### config.mk
export PLATFORM = sky130hd
export DESIGN_NAME = pc_update
export DESIGN_NICKNAME = d
export VERILOG_FILES = /design/src/rtl/pc_update.sv
export SDC_FILE = /design/constraint.sdc
export NUM_CORES = 1
export LEC_CHECK = 0
export CORE_MARGIN = 4
export CORE_UTILIZATION = 39
export DETAILED_ROUTE_END_ITERATION = 12
export GPL_TIMING_DRIVEN = 0
export PLACE_DENSITY_LB_ADDON = 0.25
export SYNTH_ARGS = -nofsm -noshare
export SYNTH_HDL_FRONTEND = slang
export SYNTH_SLANG_ARGS = --single-unit
### constraint.sdc
create_clock -name clk_i -period 2.03 [get_ports clk_i]
set_input_delay 0.406 -clock clk_i [delete_from_list [all_inputs] [get_ports clk_i]]
set_output_delay 0.406 -clock clk_i [all_outputs]
set_load 0.005 [all_outputs]
### src/rtl/pc_update.sv
// ============================================================================
// Module   : pc_update
// Brief    : Y86-64 PC-update stage and processor status holder. The optional
//            performance counters are built when PC_UPDATE_PERF_EN is defined.
// Revision : 1.0 - initial release
// ============================================================================
`default_nettype none

module pc_update #(
  parameter logic [63:0] RESET_PC = 64'd0,
  parameter int          CNT_W    = 32
) (
  input  logic             clk_i,
  input  logic             rst_n_i,
  input  logic             step_i,
  input  logic [3:0]       icode_i,
  input  logic             cnd_i,
  input  logic [63:0]      valC_i,
  input  logic [63:0]      valP_i,
  input  logic [63:0]      valM_i,
  input  logic             instr_valid_i,
  input  logic             imem_error_i,
  input  logic             dmem_error_i,
  output logic [63:0]      PC_o,
  output logic [2:0]       stat_o,
  output logic             halted_o,
  output logic [CNT_W-1:0] retired_o
`ifdef PC_UPDATE_PERF_EN
  ,
  output logic [CNT_W-1:0] cycles_o,
  output logic [CNT_W-1:0] taken_o
`endif
);

  localparam logic [2:0] c_stat_aok = 3'd1;
  localparam logic [2:0] c_stat_hlt = 3'd2;
  localparam logic [2:0] c_stat_adr = 3'd3;
  localparam logic [2:0] c_stat_ins = 3'd4;

  localparam logic [3:0] c_ihalt = 4'd0;
  localparam logic [3:0] c_ijxx  = 4'd7;
  localparam logic [3:0] c_icall = 4'd8;
  localparam logic [3:0] c_iret  = 4'd9;

  typedef enum logic [0:0] {
    ST_RUN  = 1'b0,
    ST_STOP = 1'b1
  } state_t;

  state_t           r_state;
  logic [63:0]      r_pc;
  logic [2:0]       r_stat;
  logic             r_halted;
  logic [CNT_W-1:0] r_retired;
  logic [2:0]       w_new_stat;
  logic [63:0]      w_next_pc;

  // Fetch faults outrank decode faults, which outrank memory faults and halt.
  always_comb begin
    w_new_stat = c_stat_aok;
    if (imem_error_i)        w_new_stat = c_stat_adr;
    else if (!instr_valid_i) w_new_stat = c_stat_ins;
    else if (dmem_error_i)   w_new_stat = c_stat_adr;
    else if (icode_i == c_ihalt) w_new_stat = c_stat_hlt;
  end

  always_comb begin
    w_next_pc = valP_i;
    if (icode_i == c_icall)                 w_next_pc = valC_i;
    else if (icode_i == c_ijxx && cnd_i)    w_next_pc = valC_i;
    else if (icode_i == c_iret)             w_next_pc = valM_i;
  end

`ifdef PC_UPDATE_PERF_EN
  logic             w_taken;
  logic [CNT_W-1:0] r_cycles;
  logic [CNT_W-1:0] r_taken;

  assign w_taken = (icode_i == c_icall) || (icode_i == c_iret) ||
                   ((icode_i == c_ijxx) && cnd_i);

  always_ff @(posedge clk_i or negedge rst_n_i) begin
    if (!rst_n_i) begin
      r_cycles <= '0;
      r_taken  <= '0;
    end else if (r_state == ST_RUN) begin
      r_cycles <= r_cycles + 1'b1;
      if (step_i && w_new_stat == c_stat_aok && w_taken)
        r_taken <= r_taken + 1'b1;
    end
  end

  assign cycles_o = r_cycles;
  assign taken_o  = r_taken;
`endif

  always_ff @(posedge clk_i or negedge rst_n_i) begin
    if (!rst_n_i) begin
      r_state   <= ST_RUN;
      r_pc      <= RESET_PC;
      r_stat    <= c_stat_aok;
      r_halted  <= 1'b0;
      r_retired <= '0;
    end else begin
      case (r_state)
        ST_RUN: begin
          if (step_i) begin
            if (w_new_stat == c_stat_aok) begin
              r_pc      <= w_next_pc;
              r_retired <= r_retired + 1'b1;
            end else begin
              // PC stays on the halting/faulting instruction for diagnosis.
              r_stat   <= w_new_stat;
              r_halted <= 1'b1;
              r_state  <= ST_STOP;
              if (w_new_stat == c_stat_hlt)
                r_retired <= r_retired + 1'b1;
            end
          end
        end
        default: r_state <= ST_STOP;
      endcase
    end
  end

  assign PC_o      = r_pc;
  assign stat_o    = r_stat;
  assign halted_o  = r_halted;
  assign retired_o = r_retired;

endmodule

`default_nettype wire

==> metrics.cfg <==
[logic_synthesis]
yosysWarnings=0
synth_area_um2=5370
async_reset_ff_frac=1.00
synth_simple_gate_area_frac=0.132
synth_edf_count=0
ys_seq_elements=101
ys_top_cells_by_count=dfrtp_1, nor2_1, a21o_1
muxShareOfSynthArea=0.121
ys_seq_area_frac=0.471
synth_top_area_frac=0.466
synthFlopType=dfrtp_1
synth.distinct_cells=41
synthAdderAreaFrac=0.00233
synth_most_common_cell=dfrtp_1
synth_top_family_by_area=compound AO/OA/AOI/OAI gates
synth_compound_area_frac=0.189
synthTopCellsByArea=dfrtp_1, mux2i_1, a21o_1
syn-num-nets=717
synth_cells=513
synth-xor-area-share=0.0505
syn_avg_cell_area_um2=10.5
synth_area_leader_cell=dfrtp_1

[global_routing]
grt_overflow=0
gr-usage-all-layers=0.234
antenna_found_initial=0
grt_pass1_wl_mm=29.5
grt_start_max_net_pins=63
first_global_vias=5508

[sta]
min_period_ns=2.00
finalSetupViolations=0
rsz0062_at_grt=true
relSlewSlack=0.637
timing_worst_slew_pin_value_ns=0.545
hold_viol_final=0
finalMaxSlewViolations=0
fin_crit_sh=0.985
fmax_mhz=500
setup_tns_ns=0
whs_ns=0.0351
finalClockSkew_ns=0.00976

[detailed_routing]
antenna_left=0
drt_iter0_drc=209
drc=0
routed_wl_mm=19.1
dr_total_vias=5268
wl_per_cell_um=18.8
vias_per_cell=5.20
firstDrtPassIters=4

[worst_setup_path]
worstSetupPathType=input port to register
reg2reg_slack_ns=0.16
worst-path-max-fanout=10
startpoint_type=input port
crit_arrival_ns=2.28
cp.required_ns=2.31
reg2regPathDepth=7
cp-end-kind=register

[final_layout]
area_growth_pct=70.8
n_antenna_cell=0
regArea_um2=2530
fillerInstances=1044
drive_gt1_frac=0.104
multi_input_area_um2=2760
finalNetCount=1037

[min_path]
holdCritPathClass=input port to async pin

[pwr]
irDropWorstVdd_mv=0.335
p_leak_nw=4.32
p_total_w=0.00464
p_per_area_nw_per_um2=506

[clocking]
ctsHtreeMaxLevel=3
cts_tree=done
clock_latency_ns=0.34
ctsLongestPathBuffers=2
cts_buffers=9
cts_hold_buffers=0
clkSinkCount=101
cts-root-buf=clkbuf_16
clk_pin_slew_worst_paths_ns=0.07

[placement]
portBuffers=302
dpl.hpwl_mm=15.2
place.gp.congestion=0.882

[floorplanning]
core-area_um2=13300
die_h_um=125
die_w_um=125
io_pins=303
start_util=0.403
rows=42
die_area_um2=15700

[job]
cap_violations=0

[run_status]
status=complete, no violations

==> cell usage in the layout, fill, tap and decap left out, drive strengths merged, types with 2 or more instances in the layout <==
cell type      count
clkdlybuf4s50    296
nor3               8
nor4               2
nand2             16
mux2i             64
clkbuf            31
buf               23
xnor2             18
and3               5
clkinv             2
nand4              9
and4b              2
dlymetal6s2s       5
a22oi              2
dfrtp            100
inv                5
xor2              13
a21o              66
nand3              8
nor2              79
a211oi            64
nand2b             2
and4               3
==> per-layer routing <==
| layer | track usage | wire length [um] | part of all wire |
|---|---|---|---|
| met5 | 0 | 0 | 0 |
| met2 | 0.425 | 9880 | 0.52 |
| met1 | 0.274 | 7560 | 0.40 |
| met3 | 0.0571 | 1250 | 0.065 |
| met4 | 0.0676 | 412 | 0.022 |
==> power breakdown <==
part / internal (W) / switching (W) / total [W]
Combinational: 0.000570 / 0.000276 / 0.000846
Sequential: 0.00208 / 0.0000400 / 0.00212
Clock: 0.000887 / 0.000793 / 0.00168
==> cell type report <==
type | instances | share of cell area
clock inverter | 6 | 0.00586
timing repair buffer | 309 | 0.339
sequential | 101 | 0.276
buffer | 36 | 0.0285
multi-input combinational | 374 | 0.300
inverter | 2 | 0.000818
clock buffer | 10 | 0.0260
tap | 176 | 0.0240
==> kinds of logic (layout without fill, tap and decap cells) <==
logic type               count (synthesis)  in the layout
AND/OR/NAND/NOR                        141            141
AO/OA/AOI/OAI                          136            136
flip-flops                             101            101
multiplexers                            65             65
buffers and inverters                   38            363
XOR/XNOR                                31             31
adder cells (fa/ha/maj)                  1              1
==> what timing repair did <==
item                       CTS  global route
cloned                       0             1
pin swaps                    0             2
gates resized for setup     22            56
setup endpoints to repair   64            69
setup buffers                0             5
==> critical path: stages <==
cell	delay, ns
clkdlybuf4s50_1	0.47
nor3_2	0.27
a22oi_2	0.12
buf_4	0.17
clkbuf_4	0.20
clkbuf_4	0.23
a211oi_1	0.28
a21o_1	0.12
==> state kept, by name, indices dropped and copies added, names as in the netlist <==
signal     cells
r_state        1
stat_o         3
retired_o     32
PC_o          64
halted_o       1
==> worst paths after layout <==
path | startpoint | end
max | icode_i[2] | PC_o[26]
min | rst_n_i | retired_o[1]
max reg2reg | r_state | PC_o[26]
min reg2reg | PC_o[35] | PC_o[35]
max in group asynchronous | rst_n_i | PC_o[13]
min in group clk_i | imem_error_i | stat_o[2]
==> per-stage QoR <==
stage	util	area [um2]	instances	setup WS, ns
after detailed placement	0.647	8640	992	-0.586
after CTS	0.673	8980	1008	-0.00894
after global placement	0.645	8620	991	-3.13
after global routing	0.687	9180	1014	-0.0495
after floorplan	-	5370	513	0.404
final	0.687	9180	1014	0.0305
Note: power is estimated with default switching activity, not from simulation.
